## src/rtl/fetch_pc_unit.sv

```systemverilog
// fetch_pc_unit: instruction-fetch and program-counter stage of the nRisc core.
// Each instruction walks through FETCH -> DECODE -> EXEC. The instruction
// register feeds the control unit. The registered control decisions,
// together with the ULA Zero flag, pick the next PC or stop the core.
module fetch_pc_unit #(
    parameter int                  PC_WIDTH = 8,
    parameter logic [PC_WIDTH-1:0] RESET_PC = '0
) (
    input  logic                Clock,
    input  logic                Reset_n,
    output logic                IMemReq,
    output logic [PC_WIDTH-1:0] IMemAddr,
    input  logic                IMemAck,
    input  logic [7:0]          IMemData,
    output logic [7:0]          Instr,
    output logic [2:0]          OPcode,
    output logic                InstrValid,
    input  logic                Branch,
    input  logic                Jump,
    input  logic                EscPc,
    input  logic                Zero,
    output logic [PC_WIDTH-1:0] PC,
    output logic                Halted
);

    localparam logic [1:0] S_FETCH  = 2'd0;
    localparam logic [1:0] S_DECODE = 2'd1;
    localparam logic [1:0] S_EXEC   = 2'd2;
    localparam logic [1:0] S_HALT   = 2'd3;

    // Opcode 3'b111 with zero operands is halt, so the control unit idles
    // with its register-file and memory write enables low.
    localparam logic [7:0] HALT_INSTR = 8'hE0;

    logic [1:0]          state_q, state_d;
    logic [PC_WIDTH-1:0] pc_q, pc_d;
    logic [7:0]          instr_q, instr_d;
    logic                req_q, req_d;
    logic                valid_q, valid_d;
    logic                halted_q, halted_d;

    logic [PC_WIDTH-1:0] pc_inc;
    logic [PC_WIDTH-1:0] jump_off;
    logic [PC_WIDTH-1:0] branch_off;
    logic [PC_WIDTH-1:0] pc_next;

    // Next-PC selection. Jump beats a taken branch, and a taken branch beats
    // a plain increment. The if-conditions treat x/z on the control inputs
    // as not asserted. Every sum wraps modulo 2^PC_WIDTH.
    always_comb begin
        pc_inc     = pc_q + PC_WIDTH'(1);
        jump_off   = {{(PC_WIDTH-5){instr_q[4]}}, instr_q[4:0]};
        branch_off = {{(PC_WIDTH-3){instr_q[2]}}, instr_q[2:0]};
        if (Jump == 1'b1) begin
            pc_next = pc_inc + jump_off;
        end else if ((Branch == 1'b1) && (Zero == 1'b1)) begin
            pc_next = pc_inc + branch_off;
        end else begin
            pc_next = pc_inc;
        end
    end

    // Sequencer. A request stays up with a stable address until it is acked.
    // An ack only counts while the request is actually up in FETCH. A halt
    // freezes everything until the core is reset.
    always_comb begin
        state_d  = state_q;
        pc_d     = pc_q;
        instr_d  = instr_q;
        req_d    = req_q;
        valid_d  = 1'b0;
        halted_d = halted_q;
        case (state_q)
            S_FETCH: begin
                if (req_q && (IMemAck == 1'b1)) begin
                    instr_d = IMemData;
                    req_d   = 1'b0;
                    valid_d = 1'b1;
                    state_d = S_DECODE;
                end else begin
                    req_d = 1'b1;
                end
            end
            S_DECODE: begin
                state_d = S_EXEC;
            end
            S_EXEC: begin
                if (EscPc == 1'b1) begin
                    pc_d    = pc_next;
                    req_d   = 1'b1;
                    state_d = S_FETCH;
                end else begin
                    req_d    = 1'b0;
                    halted_d = 1'b1;
                    state_d  = S_HALT;
                end
            end
            S_HALT: begin
                req_d    = 1'b0;
                halted_d = 1'b1;
            end
            default: begin
                req_d   = 1'b0;
                state_d = S_FETCH;
            end
        endcase
    end

    // State registers. The asynchronous reset drops an outstanding request
    // at once, so an ack that arrives late is never mistaken for a new fetch.
    always_ff @(posedge Clock or negedge Reset_n) begin
        if (!Reset_n) begin
            state_q  <= S_FETCH;
            pc_q     <= RESET_PC;
            instr_q  <= HALT_INSTR;
            req_q    <= 1'b0;
            valid_q  <= 1'b0;
            halted_q <= 1'b0;
        end else begin
            state_q  <= state_d;
            pc_q     <= pc_d;
            instr_q  <= instr_d;
            req_q    <= req_d;
            valid_q  <= valid_d;
            halted_q <= halted_d;
        end
    end

    assign IMemReq    = req_q;
    assign IMemAddr   = pc_q;
    assign Instr      = instr_q;
    assign OPcode     = instr_q[7:5];
    assign InstrValid = valid_q;
    assign PC         = pc_q;
    assign Halted     = halted_q;

endmodule

```

## config.mk

```make
export PLATFORM = sky130hd
export DESIGN_NAME = fetch_pc_unit
export DESIGN_NICKNAME = d
export VERILOG_FILES = /design/src/rtl/fetch_pc_unit.sv
export SDC_FILE = /design/constraint.sdc
export NUM_CORES = 1
export LEC_CHECK = 0
export BUFFER_PORTS_ARGS = -buffer_cell sky130_fd_sc_hd__buf_2
export CORE_UTILIZATION = 55
export DETAILED_ROUTE_END_ITERATION = 12
export GPL_TIMING_DRIVEN = 0
export HOLD_SLACK_MARGIN = 0.06
export PLACE_DENSITY = 0.83
export SLEW_MARGIN = 20
export SYNTH_ARGS = -nofsm -noshare
export SYNTH_HDL_FRONTEND = slang
export SYNTH_SLANG_ARGS = --single-unit
export TNS_END_PERCENT = 50
```

## constraint.sdc

```tcl
create_clock -name Clock -period 6.4 [get_ports Clock]
set_input_delay 1.6 -clock Clock [delete_from_list [all_inputs] [get_ports Clock]]
set_output_delay 1.6 -clock Clock [all_outputs]
set_load 0.01 [all_outputs]
```

* Word level (Yosys, flattened, before mapping) *
Index checks and enable logic that the tools add are counted.

operators by class
  reduce and logical (&&, ||, !) cells = 10
  multiplexer cells = 12
  add/sub/neg operators = 3
  equal/unequal tests = 5

operators with widths
  cell                   count
  $add A8 B8 Y8          2
  $mux W8                2
  $add A8 B1 Y8 const B  1
  $reduce_and A2 Y1      4
  $pmux W2 S3            1
  $reduce_bool A3 Y1     2
  $mux W1                5
  $eq A2 B2 Y1 const B   2
  $mux W2                2
  $ne A2 B2 Y1 const B   2
  $pmux W1 S3            1
  $eq A2 B1 Y1 const B   1
  $logic_and A1 B1 Y1    2
  $logic_not A2 Y1       1
  $pmux W1 S2            1
  $reduce_bool A2 Y1     1

word-level totals
  output and inout port bits = 30
  word-level logic and storage cells = 36
  register bits after elaboration = 21

* Longest topological paths before layout *
  depth in word-level cells = 4
  mapped depth = 10
  depth with buffers taken out = 10

* Worst setup path before layout *
No wires, ideal clock.

  kind = input to register
  from = in Branch
  to = reg pc_q[1], in the netlist IMemAddr[1]
  arrival time = 2.423 ns
  buffers on the path = 1
  stages on the path = 5
  required time = 6.268 ns
  setup time = 0.132 ns
  path slack = 3.845 ns
  path through = and2_1 > clkbuf_1 > nor2_1 > mux2i_1 > o21ai_1

on the way
  cells in the longest elaborated chain, start to end = 3

ends and longest elaborated chain
  what                  RTL line  source
  start, declared       18        input logic Branch,
  $logic_and A1 B1 Y1   56        end else if ((Branch == 1'b1) && (Zero == 1'b1)) begin
  $mux W8               56
  $mux W8               54        if (Jump == 1'b1) begin
  end signal, assigned  121       pc_q <= pc_d;
  end, declared         36        logic [PC_WIDTH-1:0] pc_q, pc_d;

Every way passes these cells.
A chain may end at the register's enable or synchronous reset.

* Worst setup path after layout *
  from = reg pc_q[0], in the netlist IMemAddr[0]
  to = reg pc_q[6], in the netlist IMemAddr[6]

on the way
  cells in the longest elaborated chain, start to end = 4

ends and longest elaborated chain
  what             RTL line  source
  $add A8 B1 Y8 *  51        pc_inc = pc_q + PC_WIDTH'(1);
  $add A8 B8 Y8    57        pc_next = pc_inc + branch_off;
  $mux W8          56
  $mux W8 *        54

Every way passes the cells marked *; elsewhere a longest branch is shown, timed or not.

==> run summary <==
Sorting the synthesized cells by how often they occur yields sky130_fd_sc_hd__ha_1, sky130_fd_sc_hd__dfrtp_1, sky130_fd_sc_hd__a21oi_1. Yosys mapped the design onto 40 distinct sky130hd cell types. The buffer levels on the longest clock path came out at 2. The number of port buffers is 44.

The post-cts repair resize count is 0. Power comes to 1.22 mW. The sequential cell area fraction in the yosys report came out at 0.312. The cell at the root of the clock tree is sky130_fd_sc_hd__clkbuf_4. The number of synthesized flops with an enable pin is 0.

The first TritonRoute pass finished after 8 iterations. The leakage power came out at 1.01 nW. The internal power contribution is 640 µW. The I/O pin count is 45. The total clock buffers created by CTS came out at 3. The number of synthesized register bits came out at 21. The min-delay analysis places its worst path in the category reg2reg. Across the run, the number of max-cap violations was 0. The signal arrival time at the worst endpoint came out at 2.90 ns. The die span in y is 57.5 µm. Detailed routing inserted a total of 1,456 vias. The total negative slack for setup checks came out at 0 ns. After the first detailed-routing iteration, the DRC count stood at 41. The dominant register cell in the synthesized netlist is sky130_fd_sc_hd__dfrtp_1. Of the total power, the share spent switching nets is 0.475.

Synthesis produced a netlist with a net count of 215. By area the synthesized netlist is led by sky130_fd_sc_hd__dfrtp_1, sky130_fd_sc_hd__ha_1, sky130_fd_sc_hd__buf_4. The share of total power dissipated in sequential elements is 0.241. For the worst-skew pair, the clock arrives at the later sink with an insertion delay of 0.30 ns.

The largest fanout of any net on the critical path came out at 7. Setup repair after global routing left no endpoint under its margin. The time the final worst path needs with I/O delays and setup is 2.70 ns. The checks that failed: DRC. The global routing usage summed across all routing layers is 0.232. The clock-pin transition on the worst setup and hold timing paths came out at 0.11 ns.

The number of standard cells in the final layout excluding fillers is 259. The residual DRC count is 2. The share of power burned in the clock network came out at 0.050. The pin count of the biggest net entering global routing came out at 22. The setup clock skew after layout came out at 0.00532 ns.

The area overhead of the layout relative to synthesis is 16.8%. The portion of synthesized cell area occupied by the leading cell type is 0.266. Routability-driven placement finished with a final weighted congestion of 0.854.

The total number of nets in the final design is 264. For the pin with the worst max-slew slack, the measured transition is 0.442 ns. The CTS sink count came out at 21. The wire length of the first global-routing pass is 6020 µm.

The peak supply drop came out at 313 µV. The TritonCTS clock tree is built. Routed signal wires occupy layers up through met4.

The worst setup path is captured at a flop. The average wire per standard cell is 13.3 µm. The number of diodes added for antenna fixing is 0. The synthesized cell area came out at 1690 µm².

The CTS H-tree depth came out at 1. The worst-case headroom to the max-slew limit is 0.706. The async set-reset flop share out of synthesis came out at 1.00. For this design the total switching power over the nets is 580 µW. STA classifies the critical path startpoint as a flop. The initial antenna violation count came to 0. The setup violation total in the final timing report came out at 0.

The number of failing hold endpoints at the final stage was 0. The critical path data required time is 6.59 ns. The via-per-instance ratio came out at 5.62. For this design the ratio of total power to cell area is 616 nW/µm². The fraction of final layout cells sized beyond drive strength 1 came out at 0.311.

The area enclosed by the die boundary is 3310 µm². The detailed-routing wirelength on met1 is 1540 µm. The placeable core region came out at 2830 µm². The number of post-CTS setup repair buffers is 0. The floorplan has 19 rows. The cell count after synthesis came out at 180. The placed cell count is 255.

The count of synthesis-stage warnings from yosys is 0. The met3 wire length is 106 µm. The post-detailed-route count of antenna-violating nets is 0. sky130_fd_sc_hd__dfrtp_1 takes more of the synthesized area than any other cell. By startpoint and endpoint, the worst setup path is classified as reg2reg.

The dominant cell by count in the synthesized netlist is sky130_fd_sc_hd__ha_1. The final-report max-slew violation count was 0. The fmax came out at 370 MHz. Hold repair after CTS inserted 0 buffers. The total congestion overflow is 0. The share of total power dissipated in combinational logic is 0.709. The flow ran to the end, but the final reports show violations. The share of the clock period used by the worst path is 0.422. The worst hold-check slack is 0.494 ns. The initial standard-cell utilization of the core came out at 0.599. The HPWL reported at the end of detailed placement came out at 2840 µm. The met2 wire length came out at 1770 µm. The fraction of the core area covered by cells at the end of the flow came out at 0.700.

The average cell area after synthesis came out at 9.41 µm². The detailed-route wire length is 3450 µm. The overall die width came out at 57.5 µm. The number of global-route vias before repair is 1,375.
==> power by group through the flow <==
stage          clock network [mW]  registers, mW  logic [mW]
2_1_floorplan                   0          0.305       0.634
3_3_place_gp                    0          0.292       0.838
3_5_place_dp                    0          0.297       0.859
4_1_cts                    0.0603          0.294       0.868
5_1_grt                    0.0671          0.306       0.977
6_report                   0.0609          0.294       0.865
==> placed cells by master (no fill, tap or decap), drive strengths merged, types with 2 or more instances in the layout <==
cell | Yosys | routed
xnor2 | 8 | 8
a21oi | 16 | 16
clkbuf | 3 | 7
nand2 | 14 | 14
mux2 | 8 | 8
nor2 | 12 | 12
nand3 | 8 | 8
buf | 11 | 55
xor2 | 8 | 8
o21ai | 13 | 13
a21o | 5 | 5
o21bai | 3 | 3
dfrtp | 18 | 18
a211oi | 4 | 4
inv | 6 | 6
nor3 | 4 | 4
dfstp | 3 | 3
nand2b | 2 | 2
ha | 19 | 19
and2 | 2 | 2
==> layer usage <==
metal  vias up  global-route usage
met3         5              0.0113
met4         0              0.0627
li1        728                   -
met2        31               0.409
met5         -                   0
met1       692               0.310
==> sequential cells by signal, indices dropped and copies added, names as in the netlist <==
signal	cells
Instr	8
IMemAddr	8
state_q	2
InstrValid	1
Halted	1
IMemReq	1
==> critical path, stage by stage (launching register included) <==
cell                       delay (ns)
sky130_fd_sc_hd__dfrtp_1         0.48
sky130_fd_sc_hd__ha_1            0.31
sky130_fd_sc_hd__xor2_1          0.17
sky130_fd_sc_hd__ha_1            0.37
sky130_fd_sc_hd__a21o_1          0.24
sky130_fd_sc_hd__a211oi_1        0.31
sky130_fd_sc_hd__o21bai_2        0.12
sky130_fd_sc_hd__xnor2_1         0.13
sky130_fd_sc_hd__a2111o_1        0.40
sky130_fd_sc_hd__o311ai_1        0.08
==> cell type report <==
class | instances | area (µm²)
fill | 227 | 850
tap | 31 | 38.8
timing repair buffer | 44 | 220
buffer | 14 | 93.8
multi-input combinational | 139 | 1050
clock buffer | 4 | 26.3
sequential | 21 | 529
inverter | 6 | 22.5
==> kinds of logic (layout without fill, tap and decap cells) <==
logic type	Yosys count	count (layout)	synth area share
buf+inv	20	68	0.0687
fa+ha+maj	20	20	0.152
simple gates	45	45	0.136
flops	21	21	0.312
compound gates	48	48	0.176
mux	9	9	0.0591
xor+xnor	17	17	0.0960
==> per-stage QoR <==
stage          cell area [µm²]  worst slack, ns
6_report                  1980             3.70
5_1_grt                   1980             3.48
4_1_cts                   1980             3.68
3_5_place_dp              1950             3.56
3_3_place_gp              1950             3.57
2_1_floorplan             1690             3.85
==> final timing paths <==
check                                          end                     from  slack, ns  depth (start not counted)
setup / recovery           IMemAddr[6]$_DFFE_PN0P_  IMemAddr[0]$_DFFE_PN0P_       3.70                          9
hold / removal                  Halted$_DFFE_PN0P_       Halted$_DFFE_PN0P_       0.49                          1
setup reg to reg           IMemAddr[6]$_DFFE_PN0P_  IMemAddr[0]$_DFFE_PN0P_       3.70                          9
hold reg to reg                 Halted$_DFFE_PN0P_       Halted$_DFFE_PN0P_       0.49                          1
max in group asynchronous     Instr[5]$_DFFE_PN1P_                  Reset_n       4.84                          1
min in group asynchronous   state_q[1]$_DFFE_PN0P_                  Reset_n       1.23                          1
Power figures use the tool's default switching activity.
